## src/rtl/conv_cache_fill_ctrl.sv

```systemverilog
// Fills a double-banked convolution row cache from a row-major pixel stream and hands full banks to a reader.
// Optional CONV_CACHE_FILL_ZERO_PAD_EN: zero-fills the unused rows of a frame's final, partial bank.
module conv_cache_fill_ctrl #(
    parameter int DATA_WIDTH     = 8,
    parameter int IM_CACHE_DEPTH = 512,
    parameter int IM_CACHE_COUNT = 4,
    localparam int AW = $clog2(IM_CACHE_DEPTH),
    localparam int RW = $clog2(IM_CACHE_COUNT) + 1
) (
    input  logic                      clk,
    input  logic                      reset,
    input  logic                      start_in,
    input  logic [AW:0]               row_len_in,
    input  logic [15:0]               frame_rows_in,
    input  logic [DATA_WIDTH-1:0]     pix_data_in,
    input  logic                      pix_valid_in,
    output logic                      pix_ready_out,
    output logic [DATA_WIDTH-1:0]     cache_port_a_wrt_data_out,
    output logic [AW-1:0]             cache_port_a_wrt_addr_out,
    output logic [IM_CACHE_COUNT-1:0] cache_port_a_wrt_sel_out,
    output logic                      cache_port_a_wrt_en_out,
    output logic                      cache_blk_sel_out,
    output logic                      blk_valid_out,
    output logic [RW-1:0]             blk_rows_out,
    input  logic                      blk_release_in,
    output logic                      frame_done_out
);

    typedef enum logic [2:0] {
        IDLE      = 3'd0,
        FILL      = 3'd1,
        WAIT_SWAP = 3'd2,
`ifdef CONV_CACHE_FILL_ZERO_PAD_EN
        PAD       = 3'd4,
`endif
        SWAP      = 3'd3
    } state_t;

    state_t state_reg, state_next;

    logic [AW:0]               row_len_reg;
    logic [15:0]               frame_rows_reg;
    logic [AW:0]               col_cnt_reg;
    logic [IM_CACHE_COUNT-1:0] row_sel_reg;
    logic [RW-1:0]             bank_rows_reg;
    logic [15:0]               frame_row_cnt_reg;
    logic [RW-1:0]             blk_rows_latch_reg;
    logic                      wrt_en_reg;
    logic [DATA_WIDTH-1:0]     wrt_data_reg;
    logic [AW-1:0]             wrt_addr_reg;
    logic [IM_CACHE_COUNT-1:0] wrt_sel_reg;
    logic                      blk_sel_reg;
    logic                      blk_valid_reg;
    logic [RW-1:0]             blk_rows_reg;

    logic col_last, bank_last, frame_last, rows_remain, reader_free, swap_enter;

    assign col_last    = (col_cnt_reg == row_len_reg - (AW+1)'(1));
    assign bank_last   = (bank_rows_reg == RW'(IM_CACHE_COUNT - 1));
    assign frame_last  = (frame_row_cnt_reg == frame_rows_reg - 16'd1);
    assign rows_remain = (frame_row_cnt_reg < frame_rows_reg);
    // A release arriving this cycle frees the reader bank immediately.
    assign reader_free = !blk_valid_reg || blk_release_in;
    assign swap_enter  = (state_reg == WAIT_SWAP) && reader_free;

    always_ff @(posedge clk) begin
        if (reset) begin
            state_reg <= IDLE;
        end else begin
            state_reg <= state_next;
        end
    end

    always_comb begin
        state_next = state_reg;
        case (state_reg)
            IDLE: if (start_in) state_next = FILL;
            FILL: begin
                if (pix_valid_in && col_last && (bank_last || frame_last)) begin
`ifdef CONV_CACHE_FILL_ZERO_PAD_EN
                    state_next = bank_last ? WAIT_SWAP : PAD;
`else
                    state_next = WAIT_SWAP;
`endif
                end
            end
`ifdef CONV_CACHE_FILL_ZERO_PAD_EN
            PAD: if (col_last && bank_last) state_next = WAIT_SWAP;
`endif
            WAIT_SWAP: if (reader_free) state_next = SWAP;
            SWAP: state_next = rows_remain ? FILL : IDLE;
            default: state_next = IDLE;
        endcase
    end

    always_comb begin
        pix_ready_out  = (state_reg == FILL);
        frame_done_out = (state_reg == SWAP) && !rows_remain;
    end

    always_ff @(posedge clk) begin
        if (reset) begin
            row_len_reg        <= '0;
            frame_rows_reg     <= '0;
            col_cnt_reg        <= '0;
            row_sel_reg        <= '0;
            bank_rows_reg      <= '0;
            frame_row_cnt_reg  <= '0;
            blk_rows_latch_reg <= '0;
            wrt_en_reg         <= 1'b0;
            wrt_data_reg       <= '0;
            wrt_addr_reg       <= '0;
            wrt_sel_reg        <= '0;
        end else begin
            wrt_en_reg <= 1'b0;
            case (state_reg)
                IDLE: begin
                    if (start_in) begin
                        row_len_reg       <= row_len_in;
                        frame_rows_reg    <= frame_rows_in;
                        col_cnt_reg       <= '0;
                        row_sel_reg       <= IM_CACHE_COUNT'(1);
                        bank_rows_reg     <= '0;
                        frame_row_cnt_reg <= '0;
                    end
                end
                FILL: begin
                    if (pix_valid_in) begin
                        wrt_en_reg   <= 1'b1;
                        wrt_data_reg <= pix_data_in;
                        wrt_addr_reg <= col_cnt_reg[AW-1:0];
                        wrt_sel_reg  <= row_sel_reg;
                        if (col_last) begin
                            col_cnt_reg       <= '0;
                            row_sel_reg       <= row_sel_reg << 1;
                            bank_rows_reg     <= bank_rows_reg + RW'(1);
                            frame_row_cnt_reg <= frame_row_cnt_reg + 16'd1;
                            if (bank_last || frame_last) begin
`ifdef CONV_CACHE_FILL_ZERO_PAD_EN
                                blk_rows_latch_reg <= RW'(IM_CACHE_COUNT);
`else
                                blk_rows_latch_reg <= bank_rows_reg + RW'(1);
`endif
                            end
                        end else begin
                            col_cnt_reg <= col_cnt_reg + (AW+1)'(1);
                        end
                    end
                end
`ifdef CONV_CACHE_FILL_ZERO_PAD_EN
                PAD: begin
                    wrt_en_reg   <= 1'b1;
                    wrt_data_reg <= '0;
                    wrt_addr_reg <= col_cnt_reg[AW-1:0];
                    wrt_sel_reg  <= row_sel_reg;
                    if (col_last) begin
                        col_cnt_reg   <= '0;
                        row_sel_reg   <= row_sel_reg << 1;
                        bank_rows_reg <= bank_rows_reg + RW'(1);
                    end else begin
                        col_cnt_reg <= col_cnt_reg + (AW+1)'(1);
                    end
                end
`endif
                SWAP: begin
                    col_cnt_reg   <= '0;
                    row_sel_reg   <= IM_CACHE_COUNT'(1);
                    bank_rows_reg <= '0;
                end
                default: ;
            endcase
        end
    end

    // Bank handover registers change on entry to SWAP; the last write (if any) retires with the old select.
    always_ff @(posedge clk) begin
        if (reset) begin
            blk_sel_reg   <= 1'b0;
            blk_valid_reg <= 1'b0;
            blk_rows_reg  <= '0;
        end else if (swap_enter) begin
            blk_sel_reg   <= ~blk_sel_reg;
            blk_valid_reg <= 1'b1;
            blk_rows_reg  <= blk_rows_latch_reg;
        end else if (blk_release_in && blk_valid_reg) begin
            blk_valid_reg <= 1'b0;
        end
    end

    assign cache_port_a_wrt_en_out   = wrt_en_reg;
    assign cache_port_a_wrt_data_out = wrt_data_reg;
    assign cache_port_a_wrt_addr_out = wrt_addr_reg;
    assign cache_port_a_wrt_sel_out  = wrt_sel_reg;
    assign cache_blk_sel_out         = blk_sel_reg;
    assign blk_valid_out             = blk_valid_reg;
    assign blk_rows_out              = blk_rows_reg;

endmodule

```

## config.mk

```make
export PLATFORM = sky130hd
export DESIGN_NAME = conv_cache_fill_ctrl
export DESIGN_NICKNAME = d
export VERILOG_FILES = /design/src/rtl/conv_cache_fill_ctrl.sv
export SDC_FILE = /design/constraint.sdc
export NUM_CORES = 1
export LEC_CHECK = 0
export ABC_AREA = 0
export BUFFER_PORTS_ARGS = -buffer_cell sky130_fd_sc_hd__buf_2
export CAP_MARGIN = 20
export CORE_MARGIN = 8
export CORE_UTILIZATION = 33
export DETAILED_ROUTE_END_ITERATION = 10
export PLACE_DENSITY_LB_ADDON = 0.15
export REMOVE_ABC_BUFFERS = 1
export SLEW_MARGIN = 20
export SYNTH_ARGS = -nofsm -noshare
export SYNTH_HDL_FRONTEND = slang
export SYNTH_SLANG_ARGS = --single-unit
```

## constraint.sdc

```tcl
create_clock -name clk -period 5.7 [get_ports clk]
set_input_delay 1.14 -clock clk [delete_from_list [all_inputs] [get_ports clk]]
set_output_delay 1.14 -clock clk [all_outputs]
set_load 0.005 [all_outputs]
```

==> results_dict.tcl, run 1 <==
set metrics [dict create \
    dp.cells 851 \
    crit_slowest_cell "a2111o_1" \
    synth_top_family_by_area "simple AND/OR/NAND/NOR gates" \
    drc_errors 0 \
    slew_headroom_pct 29.7 \
    clkSinkCount 91 \
    final_cell_area_um2 5790 \
    fin_cells 867 \
    min_period_ps 3750 \
    yosysWarnings 0 \
    wl_um 13100 \
    end_kind "output pin" \
    design.core.area_um2 15100 \
    clock_path_buffers 2 \
    fp.dieW_um 140 \
    vias_per_cell 5.06 \
    ff2ff_setup_slack_ps 2370 \
    cts.clk_slew.worst_paths_ps 70 \
    path_buf_inv 2 \
    crit_chain "inv_1 > ha_1 > nor2b_1 > o21a_1 > o21a_1 > o21ai_0 > a2111oi_0 > a2111o_1 > a21oi_1 > nor2b_1 > buf_2" \
    p_sw_uw 785 \
    power_density_nw_per_um2 359 \
    ant_nets 0 \
    slowest_delay_ps 430 \
    ys_ff_latch 91 \
    cp_max_fo 4 \
    hold_ws_ps 453 \
    required_ps 4560 \
    io_pins 68 \
    min_path_type "reg2reg" \
    synth.avg_cell_area_um2 7.99 \
    dr.first_iter.drc_count 254 \
    diodes 0 \
    max_cap_violations 0 \
    portBuffers 67 \
    h-tree-depth 3 \
    final.period_utilization_pct 65.8 \
    dp.final_hpwl_um 9740 \
    rows 45 \
    nets 739 \
    wl_per_cell_um 15.1 \
    synth_compound_area_share_pct 14.0 \
    antenna_found_initial 0 \
    grt_pass1_wl_um 22200 \
    numCtsBuffers 9 \
    crit_path_end "frame_done_out" \
    setup_viol 0 \
    grt_pass1_vias 4410 \
    ys_seq_area_share_pct 36.2 \
    place_congestion 0.835 \
    rsz0062_at_grt "no" \
    final_layout_size_suffix_gt1_share_pct 15.9 \
    postCtsSetupRepairBufs 0 \
    synthAdderAreaFrac_pct 6.46 \
    fin_util_pct 38.3 \
    hold_viol 0 \
    place_area_um2 5480 \
    vdd_drop_max_mv 0.187 \
    status "finished clean" \
    cts_root_buf "clkbuf_16" \
    leakage_nw 2.26 \
    ys.flop_type "dfxtp_1" \
    pwr-share-seq_pct 36.7 \
    critPathLaunch "frame_rows_reg[1]" \
    cpLargestDelayFamily "compound AO/OA/AOI/OAI gates" \
    grt-ovfl-total 0 \
    crit_type "reg2out" \
    syn_area_um2 5040 \
    holdBufCountCts 0 \
    p_comb_share_pct 32.9 \
    first_pass_iters 4 \
    timing.fmax_ghz 0.267 \
    final_max_slew_viol_count 0 \
    start_util_pct 33.4 \
    synthMuxAreaShare_pct 2.33 \
    p_int_mw 1.29 \
    r2r_end "blk_rows_latch_reg[2]" \
    synthesis.instances 631 \
    synthXorXnorAreaFrac_pct 8.69 \
    worst_slack_ps 1950 \
    timing.rr.start "frame_rows_reg[0]" \
    dieHeight_um 140 \
    dp_slack_ps 2270 \
    finalPower_mw 2.08 \
    syn_to_final_growth_pct 14.8 \
    ys_types 64 \
    grt_max_degree 44 \
    reg2regPathDepth 10 \
    grt_usage_pct 13.8 \
    cp.arrival_ps 2610 \
    tns_ps 0 \
    worst-path-stages 11 \
    synth_edf_count 0 \
    final.setup_skew_ps 8.48 \
    cts_tree "done" \
    async_flop_share_pct 0 \
    vias 4391 \
    start_kind "flop" \
    pwr-share-clk_pct 30.5 \
    dieArea_um2 19500 \
    clock_latency_ps 360 \
    worst_slew_pin_slew_ps 1050 \
    yosys.area_share.simple_pct 27.0 \
    swShare_pct 37.7 \
    cts_resized 0 \
]
cell type report:
type	instances	area (µm²)
timing repair buffer	69	350
inverter	31	116
clock inverter	6	78.8
fill	1603	9300
clock buffer	10	229
tap	188	235
sequential	91	1820
multi-input combinational	472	2960
metal layers:
layer / share of wire, % / track usage, %
met1: 49 / 18.2
met2: 45 / 21.6
met3: 4.9 / 3.76
met4: 0.73 / 4.29
met5: 0 / 0
synth_stat cells, drive strengths merged (3+ instances only):
cell / instances / area [µm²]
nand4: 9 / 56.3
and2: 3 / 18.8
a21oi: 68 / 344
a21o: 3 / 22.5
o211ai: 6 / 45.0
nor2: 53 / 199
nor3: 15 / 80.1
xnor2: 32 / 280
nand3: 10 / 50.1
nor4b: 4 / 60.1
inv: 31 / 116
and3: 9 / 56.3
mux2: 6 / 67.6
o21ai: 10 / 50.0
or4: 4 / 30.0
nor2b: 9 / 56.3
mux2i: 5 / 50.1
nor4: 14 / 133
dfxtp: 91 / 1820
or3: 4 / 30.0
xor2: 18 / 158
a31oi: 3 / 25.0
a211oi: 5 / 42.5
clkbuf: 30 / 113
nand2b: 6 / 45.0
nand2: 117 / 439
buf: 7 / 38.8
ha: 26 / 325
placed cells by master (no fill, tap or decap), drive strengths merged, types with 5 or more instances in the layout:
cell	count
nand2	117
dfxtp	91
buf	69
a21oi	68
nor2	53
inv	35
xnor2	32
ha	26
xor2	18
nor3	15
nor4	14
nand3	10
o21ai	10
clkbuf	10
nor2b	9
nand4	9
and3	9
o211ai	6
nand2b	6
mux2	6
mux2i	5
a211oi	5
power groups by stage:
| stage | logic, mW | clock network, mW | registers [mW] |
|---|---|---|---|
| 2_1_floorplan | 0.499 | 0 | 0.757 |
| 3_3_place_gp | 0.678 | 0 | 0.774 |
| 3_5_place_dp | 0.687 | 0 | 0.777 |
| 4_1_cts | 0.691 | 0.656 | 0.763 |
| 5_1_grt | 0.772 | 0.676 | 0.773 |
| 6_report | 0.683 | 0.634 | 0.763 |
worst register-to-register path, cell delays in order, from the launching register on:
cell and delay, ps:
dfxtp_1 370, inv_1 80, ha_1 200, nor3b_1 540, o21ai_0 180, a2111oi_0 500
nand3_1 140, a31oi_1 250, a41oi_1 250, nor3_2 330, mux2_2 380
how the worst min path moves through the flow:
stage                                 start  cells after the start                            to
4_1_cts        cache_port_a_wrt_data_out[5]                      2  cache_port_a_wrt_data_out[5]
3_3_place_gp   cache_port_a_wrt_data_out[1]                      2  cache_port_a_wrt_data_out[1]
6_report       cache_port_a_wrt_data_out[5]                      2  cache_port_a_wrt_data_out[5]
2_1_floorplan                row_sel_reg[2]                      2   cache_port_a_wrt_sel_out[2]
5_1_grt        cache_port_a_wrt_data_out[2]                      2  cache_port_a_wrt_data_out[2]
3_5_place_dp   cache_port_a_wrt_data_out[5]                      2  cache_port_a_wrt_data_out[5]
cell families after synthesis:
family          after synthesis
fa+ha+maj                    26
compound gates              116
mux                          11
xor+xnor                     50
buf+inv                      68
flops                        91
simple gates                269
Power figures use the tool's default switching activity.
==> run 2, diff against run 1 <==
==> constraint.sdc (replaced) <==
create_clock -name clk -period 3.65 [get_ports clk]
set_input_delay 0.73 -clock clk [delete_from_list [all_inputs] [get_ports clk]]
set_output_delay 0.73 -clock clk [all_outputs]
set_load 0.005 [all_outputs]
==> run 2 against run 1 <==
Flip-flop and latch count is the same. Routed wire length grew 0.45%. Worst setup slack lost 1700 ps. Total power grew 54%. First-iteration DRC count shrank 2.4%. Sequential power grew 56%. Clock power grew 48%. Combinational power grew 58%.
==> results_dict.tcl, run 2 (same netlist as run 1, synthesis figures left out) <==
set metrics [dict create \
    grt_pass1_vias 4347 \
    regArea_um2 1820 \
    timing.rr.start "frame_rows_reg[0]" \
    dieArea_um2 19500 \
    rows 45 \
    max_cap_violations 0 \
    portBuffers 67 \
    wl_um 13200 \
    tns_ps 0 \
    r2r_end "blk_rows_latch_reg[0]" \
    leakage_nw 2.27 \
    p_int_mw 1.99 \
    wl_per_cell_um 15.1 \
    numCtsBuffers 9 \
    pwr-share-clk_pct 29.2 \
    min_period_ps 3440 \
    final.setup_skew_ps 9.51 \
    cts_tree "done" \
    cp_max_fo 4 \
    reg2regPathDepth 10 \
    multiInputGateArea_um2 2960 \
    dp.final_hpwl_um 9860 \
    dieHeight_um 140 \
    cts_resized 0 \
    worst_slew_pin_slew_ps 1020 \
    clkSinkCount 91 \
    dr.first_iter.drc_count 248 \
    vdd_drop_max_mv 0.243 \
    swShare_pct 38.2 \
    vias_per_cell 5.09 \
    nets 744 \
    antenna_found_initial 0 \
    vias 4438 \
    critPathLaunch "frame_rows_reg[1]" \
    final_layout_size_suffix_gt1_share_pct 16.7 \
    postCtsSetupRepairBufs 0 \
    p_comb_share_pct 33.7 \
    worst_slack_ps 214 \
    slew_headroom_pct 31.6 \
    crit_type "reg2out" \
    crit_slowest_cell "a2111o_1" \
    pwr-share-seq_pct 37.1 \
    slowest_delay_ps 440 \
    end_kind "output pin" \
    fill_cells 1593 \
    cts.clk_slew.worst_paths_ps 70 \
    grt-ovfl-total 0 \
    cts_root_buf "clkbuf_16" \
    holdBufCountCts 0 \
    grt_max_degree 35 \
    drc_errors 0 \
    final_common_cell "nand2_1" \
    io_pins 68 \
    hold_viol 0 \
    fp.dieW_um 140 \
    design.core.area_um2 15100 \
    timing.fmax_ghz 0.291 \
    first_pass_iters 4 \
    rsz0062_at_grt "no" \
    place_congestion 0.872 \
    final.period_utilization_pct 94.1 \
    clock_path_buffers 2 \
    fin_util_pct 38.5 \
    final_max_slew_viol_count 0 \
    grt_pass1_wl_um 21600 \
    clock_latency_ps 350 \
    p_sw_mw 1.22 \
    syn_to_final_growth_pct 15.3 \
    cp.arrival_ps 2710 \
    crit_path_end "frame_done_out" \
    grt_usage_pct 13.6 \
    status "finished clean" \
    ant_nets 0 \
    diodes 0 \
    layout_common_cells "117 x nand2_1, 91 x dfxtp_1, 67 x a21oi_1, 67 x buf_2, 53 x nor2_1" \
    required_ps 2920 \
    power_density_nw_per_um2 553 \
    crit_chain "inv_1 > ha_1 > nor2b_1 > o21a_1 > o21a_1 > o21ai_0 > a2111oi_0 > a2111o_1 > a21oi_1 > nor2b_1 > buf_2" \
    h-tree-depth 3 \
    start_util_pct 33.4 \
    start_kind "flop" \
    hold_ws_ps 455 \
    dp_slack_ps 439 \
    ff2ff_setup_slack_ps 430 \
    min_path_type "reg2reg" \
    setup_viol 0 \
]
## run 2: cell types whose count changed in the layout (fill, tap and decap cells not counted)
cell / before / now
buf_4: 2 / 7
clkinvlp_4: 0 / 2
bufinv_16: 1 / 0
clkbuf_1: 1 / 0
clkbuf_8: 0 / 1
clkinv_4: 1 / 0
## run 2: layout make-up
cell class / instances / share of cell area [%]
timing repair buffer: 74 / 6.68
clock inverter: 6 / 0.947
multi-input combinational: 472 / 50.9
clock buffer: 10 / 4.11
sequential: 91 / 31.4
tap: 188 / 4.05
inverter: 31 / 2.00
## run 2: worst min path at each step
stage | startpoint | to | slack (ps) | cells after the start
floorplan | row_sel_reg[2] | cache_port_a_wrt_sel_out[2] | 430 | 2
global placement | cache_port_a_wrt_data_out[0] | cache_port_a_wrt_data_out[0] | 440 | 2
detailed placement | cache_port_a_wrt_data_out[7] | cache_port_a_wrt_data_out[7] | 450 | 2
CTS | cache_port_a_wrt_data_out[7] | cache_port_a_wrt_data_out[7] | 460 | 2
global route | cache_port_a_wrt_data_out[0] | cache_port_a_wrt_data_out[0] | 470 | 2
finish | cache_port_a_wrt_data_out[7] | cache_port_a_wrt_data_out[7] | 460 | 2
## run 2: stage by stage
| stage | instance area, µm² | cells | total power, mW |
|---|---|---|---|
| final | 5810 | 872 | 3.21 |
| after global routing | 5810 | 872 | 3.43 |
| after CTS | 5810 | 872 | 3.25 |
| after detailed placement | 5520 | 856 | 2.30 |
| after global placement | 5520 | 856 | 2.29 |
| after floorplan | 4890 | 594 | 1.96 |
## run 2: routing by layer
metal | GRT usage, % | vias to the layer above | part of all wire (%)
met4 | 5.43 | 0 | 1.4
met3 | 2.84 | 12 | 4.0
met2 | 21.8 | 85 | 45
met1 | 17.5 | 2093 | 49
met5 | 0 | - | 0
li1 | - | 2248 | -
## run 2: worst max-delay path: cells and delay by family, from the launching register on
kind | cells | cell delay [ps]
buffers and inverters | 2 | 210
DFF | 1 | 420
and+or+nand+nor | 2 | 190
AOI/OAI and AO/OA | 6 | 1260
adders and majority gates | 1 | 280
## run 2: power groups by stage
stage                     logic, mW  clock network [mW]  registers [mW]
after floorplan               0.780                   0            1.18
after global placement         1.08                   0            1.21
after detailed placement       1.09                   0            1.21
after CTS                      1.09               0.969            1.19
after global routing           1.21                1.01            1.21
final                          1.08               0.936            1.19
